`src/rtl/ram8_gate.sv`:
```
// ram8_gate: eight 16-bit registers with per-register dirty flags and a
// self-timed 8-cycle clear sweep that blocks loads and further clears.
module dmux8way_gate (
    input  logic       in_i,
    input  logic [2:0] sel_i,
    output logic [7:0] out_o
);
    assign out_o = {7'b0, in_i} << sel_i;
endmodule

module ram8_gate (
    input  logic        clk,
    input  logic        rst_n,
    input  logic [15:0] in,
    input  logic        load,
    input  logic [2:0]  address,
    input  logic        clr,
    output logic [15:0] out,
    output logic        busy,
    output logic [7:0]  dirty
);
    typedef enum logic {IDLE, SWEEP} state_t;
    state_t      state_q, state_d;
    logic [2:0]  ptr_q, ptr_d;
    logic [15:0] r_q [8];
    logic [15:0] r_d [8];
    logic [7:0]  dirty_q, dirty_d;
    logic [7:0]  we;
    dmux8way_gate u_dmux (
        .in_i  (load && state_q == IDLE),
        .sel_i (address),
        .out_o (we)
    );
    assign out   = r_q[address];
    assign busy  = state_q == SWEEP;
    assign dirty = dirty_q;
    always_comb begin
        state_d = state_q;
        ptr_d   = ptr_q;
        r_d     = r_q;
        dirty_d = dirty_q;
        if (state_q == IDLE) begin
            for (int k = 0; k < 8; k++) begin
                if (we[k]) begin
                    r_d[k]     = in;
                    dirty_d[k] = 1'b1;
                end
            end
            if (clr) begin
                state_d = SWEEP;
                ptr_d   = '0;
            end
        end else begin
            // Clearing R7 is the last sweep edge; clr/load are not looked at here.
            r_d[ptr_q]     = '0;
            dirty_d[ptr_q] = 1'b0;
            ptr_d          = ptr_q + 3'd1;
            if (ptr_q == 3'd7) state_d = IDLE;
        end
    end
    always_ff @(posedge clk or negedge rst_n) begin
        if (!rst_n) begin
            state_q <= IDLE;
            ptr_q   <= '0;
            dirty_q <= '0;
            for (int k = 0; k < 8; k++) r_q[k] <= '0;
        end else begin
            state_q <= state_d;
            ptr_q   <= ptr_d;
            dirty_q <= dirty_d;
            r_q     <= r_d;
        end
    end
endmodule

```
`config.mk`:
```
export PLATFORM = sky130hd
export DESIGN_NAME = ram8_gate
export DESIGN_NICKNAME = d
export VERILOG_FILES = /design/src/rtl/ram8_gate.sv
export SDC_FILE = /design/constraint.sdc
export NUM_CORES = 1
export LEC_CHECK = 0
export ABC_AREA = 1
export CORE_ASPECT_RATIO = 1.5
export CORE_MARGIN = 4
export CORE_UTILIZATION = 54
export DETAILED_ROUTE_END_ITERATION = 6
export PLACE_DENSITY_LB_ADDON = 0.1
export SLEW_MARGIN = 20
export SYNTH_ARGS = -nofsm -noshare
export SYNTH_HDL_FRONTEND = slang
export SYNTH_SLANG_ARGS = --single-unit
```
`constraint.sdc`:
```
create_clock -name clk -period 1.9 [get_ports clk]
set_input_delay 0.38 -clock clk [delete_from_list [all_inputs] [get_ports clk]]
set_output_delay 0.38 -clock clk [all_outputs]
set_load 0.01 [all_outputs]
```
# ---- Word-level counts from Yosys, hierarchy flattened
# Index checks and enable logic that the tools add are counted.
dict set report op_classes {
  addsub 1
  magnitude_cmp 5
  eq_ne 1
  shift 1
  muxes 30
  n_bitwise 7
  reduce_logical 12
}
# cell n
set op_table {}
lappend op_table {{two-way mux 16 bit} 11}
lappend op_table {{bitwise AND 128 bit} 1}
lappend op_table {{two-way mux 128 bit} 1}
lappend op_table {{inverter 128 bit} 1}
lappend op_table {{binary-select mux 16 bit (select 3 bit)} 1}
lappend op_table {{demux 16 bit (select 3 bit)} 1}
lappend op_table {{nonzero test 2 bit} 9}
lappend op_table {{two-way mux 1 bit} 12}
lappend op_table {{bitwise AND 8 bit} 1}
lappend op_table {{greater-or-equal comparator 4 bit (second input constant)} 2}
lappend op_table {{two-way mux 8 bit} 1}
lappend op_table {{inverter 3 -> 4 bit} 2}
lappend op_table {{inverter 8 bit} 1}
lappend op_table {{<< shifter 1 x 3 -> 8 bit} 1}
lappend op_table {{two-way mux 3 bit} 2}
lappend op_table {{less-than comparator 3 x 4 -> 1 bit (second input constant)} 1}
lappend op_table {{less-than comparator 4 x 1 -> 1 bit (second input constant)} 1}
lappend op_table {{adder 3 x 1 -> 3 bit (second input constant)} 1}
lappend op_table {{demux 1 bit (select 3 bit)} 1}
lappend op_table {{equality test 3 bit (second input constant)} 1}
lappend op_table {{greater-or-equal comparator 3 x 1 -> 1 bit (second input constant)} 1}
lappend op_table {{logical AND 1 bit} 3}
lappend op_table {{inverter 1 bit} 1}
dict set report totals {
  reg_bits 140
  input_bits 23
  output_inout_bits 25
  elab_cells 75
}

# ---- Depth between registers and ports, before layout
dict set report depth {
  word_depth 8
  mapped_depth 10
  ltp_nobuf 7
}

# ---- By module
# Synthesis repeated with hierarchy kept, for this count alone.
dict set report hier_totals {
  cells_unflattened 1053
  area_unflattened_um2 7518.5
}
# module n_inst cells_each area_per_inst_um2 seq_area_each_um2
set modules_own_cells {}
lappend modules_own_cells {ram8_gate 1 1038 7457.2 3503.4}
lappend modules_own_cells {dmux8way_gate 1 15 61.3 0.0}

# ---- Worst setup path after synthesis
# Ideal clock, no wire load.
dict set report synth_timing {
  path_type {input to output}
  from {in address[1]}
  to {out out[10]}
  t_arrival_ps 1320
  required_time_ps 1520
  slack_ps 200
  stages 7
  path_buffers 2
  cell_sequence {buf_6 inv_2 clkbuf_1 o21ai_0 o21ai_0 nand2_1 nand2_1}
}
dict set report synth_via {
  elab_chain_cells 4
}
# element line_no
set synth_rtl {}
lappend synth_rtl {{from (decl)} 16} ;# input logic [2:0] address,
lappend synth_rtl {{inverter 3 -> 4 bit (not written as such)} 34} ;# assign out = r_q[address];
lappend synth_rtl {{binary-select mux 16 bit (select 3 bit)} 34}
lappend synth_rtl {{two-way mux 16 bit (not written as such) (2 in a row)} 34}
lappend synth_rtl {{to (decl)} 18} ;# output logic [15:0] out,
# No other way between the ends. The select of a mux whose other input is x is not followed.

# ---- Final worst setup path
dict set report layout_timing {
  from {reg r_q[75] (netlist name)}
  to {out out[11]}
}
dict set report layout_via {
  elab_chain_cells 3
}
# element line_no
set layout_rtl {}
lappend layout_rtl {{from (decl)} 25} ;# logic [15:0] r_q [8];
lappend layout_rtl {{from (signal assigned)} 71} ;# r_q <= r_d;
lappend layout_rtl {{binary-select mux 16 bit (select 3 bit)} 34}
lappend layout_rtl {{two-way mux 16 bit (not written as such) (2 in a row)} 34}
# No other way between the ends. The select of a mux whose other input is x is not followed.

==> metrics.csv <==
stage,metric,value,unit
run_status,status,finished with violations,
run_status,violations,design-rule violations,
yosys,synth_top_area_share,41.2,%
setup_path,end_kind,output pin,
setup_path,arrival,1.49,ns
yosys,yosysTopAreaCell,dfrtp_1,
clocking,cts.sinks,140,
timing,setup_viol,0,
finish,multiInputGateArea,4530,um2
finish,fin_util,69.6,%
yosys,synth-seq-area-share,41.2,%
setup_path,cp_common_cell,nand2_1,
min_path,hp-class,in2async,
yosys,syn_nets,1270,
setup_path,critical_path.max_stage_delay,0.43,ns
clocking,cts_tree,yes,
clocking,cts-root-buf,clkbuf_16,
floorplanning,ios,48,
timing,tightest_slew,0.559,ns
finish,nFillCells,1285,
floorplanning,rows,55,
power_and_ir_drop,ir_drop,1460,uV
power_and_ir_drop,powerDensity,1610,nW/um2
timing,hold_slack,0.424,ns
finish,layout.nets,1373,
floorplanning,die_area,17900,um2
finish,drive_gt1_share,17.8,%
placed_design,place_hpwl,18.7,mm
drt,routed_wl,30.3,mm
setup_path,r2r-start,busy,
setup_path,path_class,reg2out,
floorplanning,initial_utilization,55.7,%
timing,fin_tns_setup,0,ns
placed_design,place_area,9540,um2
timing,fin_skew,0.00701,ns
finish,syn2layout_area_growth,25.0,%
timing,min_period,1.87,ns
drt,antenna_left,0,
global_route,grt-ovfl-total,0,
finish,design_area,10600,um2
floorplanning,die-height,162,um
finish,seq_area,3510,um2
timing,relSlewSlack,62.6,%
drt,vias,9130,
setup_path,startpoint_type,flip-flop,
drt,viasPerCell,5.85,
yosys,ys_types,19,
timing,max_freq,535,MHz
drt,drtPass1Iterations,7,
placed_design,place_congestion,0.947,
setup_path,rr_worst_depth,5,
yosys,syn_area,8510,um2
clocking,clk_latency,0.43,ns
timing,period_share,98.5,%
setup_path,crit_start,r_q[75],
setup_path,cp_slowest_cell,dfrtp_1,
clocking,numCtsBuffers,17,
clocking,cts_max_level,4,
drt,wl_per_cell,19.4,um
setup_path,worstPathMaxFanout,3,
global_route,grt_pass1_wl,46.9,mm
floorplanning,die_x,110,um
drt,drc,2,
job,drv_cap,0,
global_route,grt_pass1_vias,8398,
setup_path,required,1.52,ns
yosys,ys_ff_latch,140,
yosys,postSynthAreaPerCell,6.83,um2
setup_path,rrSetupSlack,0.12,ns
timing,hold_viol,0,
power_and_ir_drop,leakage,6.06,nW
timing,rsz0062_at_grt,yes,
setup_path,path_cells,"nand2_1, nand2_2, nand2_1, o21ai_1, nand2_1, nand2_1, buf_2",
yosys,syn_inst,1245,
global_route,gr-usage-all-layers,33.4,%
yosys,ys_warn_count,0,
floorplanning,fp.coreArea,15300,um2
timing,final_critical_path_setup_slack,0.0294,ns
placed_design,io_buffer_count,47,
global_route,grt_max_degree,104,
timing,slew_violations,0,
drt,drt-initial-drc-count,968,
global_route,antenna_found_initial,0,
placed_design,dp_slack,-0.759,ns
clocking,clk_pin_slew,0.06,ns
setup_path,reg2reg_to,r_q[81],
clocking,cts_buffer_depth,2,
yosys,netlist_top_cells_area,"dfrtp_1, nand2_1, nand3_1",
setup_path,critPathCapture,out[11],
==> layer usage <==
| layer | share of wire, % | wire, um | GRT usage [%] | up-vias |
|---|---|---|---|---|
| met5 | 0 | 0 | 0 | - |
| met4 | 7.0 | 2110 | 22.5 | 0 |
| met3 | 9.1 | 2760 | 6.97 | 128 |
| met2 | 47 | 14200 | 52.9 | 539 |
| met1 | 37 | 11200 | 41.2 | 4238 |
| li1 | - | - | - | 4225 |
==> Yosys cell counts <==
master    count
a21oi_1       1
buf_1        12
buf_2        41
buf_4         4
buf_6        16
clkbuf_1     12
dfrtp_1     140
ha_1          2
inv_1        21
inv_2         4
nand2_1     619
nand2_4       8
nand3_1     242
nand3_2       6
nand4_4       8
nor2_1       33
nor2_8        1
o21ai_0      58
o21ai_1      17
==> worst min path at each step <==
stage	to	depth (start not counted)
finish	r_q[75]	2
global route	r_q[66]	2
CTS	r_q[75]	2
detailed placement	r_q[75]	1
global placement	r_q[75]	1
floorplan	busy	0
==> stage by stage <==
stage / power [mW] / cells
floorplan: 10.2 / 1245
CTS: 16.7 / 1537
global route: 18.3 / 1560
global placement: 12.5 / 1491
finish: 17.1 / 1561
detailed placement: 12.6 / 1491
==> report_power, final <==
part           internal [mW]  switching (mW)  total, mW  leakage, nW
clock                   2.51            1.35       3.86        0.336
combinational           2.97            5.18       8.15         3.90
sequential              4.17           0.945       5.11         1.82
==> cell families (layout without fill, tap and decap cells) <==
kind of cell	count (synthesis)	after routing	share of synthesized area, %
compound gates	76	76	4.47
flops	140	140	41.2
buf+inv	110	226	7.05
other cells	0	1	0
fa+ha+maj	2	2	0.294
simple gates	917	917	47.0
==> sequential cells by signal, indices dropped and copies added (netlist names) <==
name and cells:
busy 1, dirty 8, r_q 128, ptr_q 3
==> worst max-delay path, delay by kind of cell, from the launching register on <==
family	cells	cell delay, ns
AND/OR/NAND/NOR	5	0.43
flip-flops	1	0.43
buffers and inverters	1	0.14
AO/OA/AOI/OAI	1	0.08
==> layout make-up <==
type / count / share of cell area, %
Antenna cell: 1 / 0.0235
Clock buffer: 22 / 4.65
Clock inverter: 10 / 1.72
Inverter: 25 / 0.976
Multi-Input combinational cell: 995 / 42.6
Sequential cell: 140 / 33.0
Tap cell: 199 / 2.34
Timing Repair Buffer: 169 / 14.7
==> cells in the final DEF (no fill, tap or decap), types with 10 or more instances in the layout <==
cell	instances
clkbuf_16	19
buf_4	99
clkdlybuf4s50_1	27
dfrtp_1	139
nand2_1	582
buf_2	10
o21ai_0	49
nor2_1	30
nand2_2	33
o21ai_1	24
nand2_4	12
inv_1	21
nand3_1	242
buf_12	14
==> what timing repair did <==
item,4_1_cts,5_1_grt
pin swaps,4,12
resized for setup,93,37
endpoints found under the setup margin,17,14
setup buffers,11,21
hold buffers,1,0
hold endpoints to repair,36,0
cloned,2,2
Note: power is estimated with default switching activity, not from simulation.
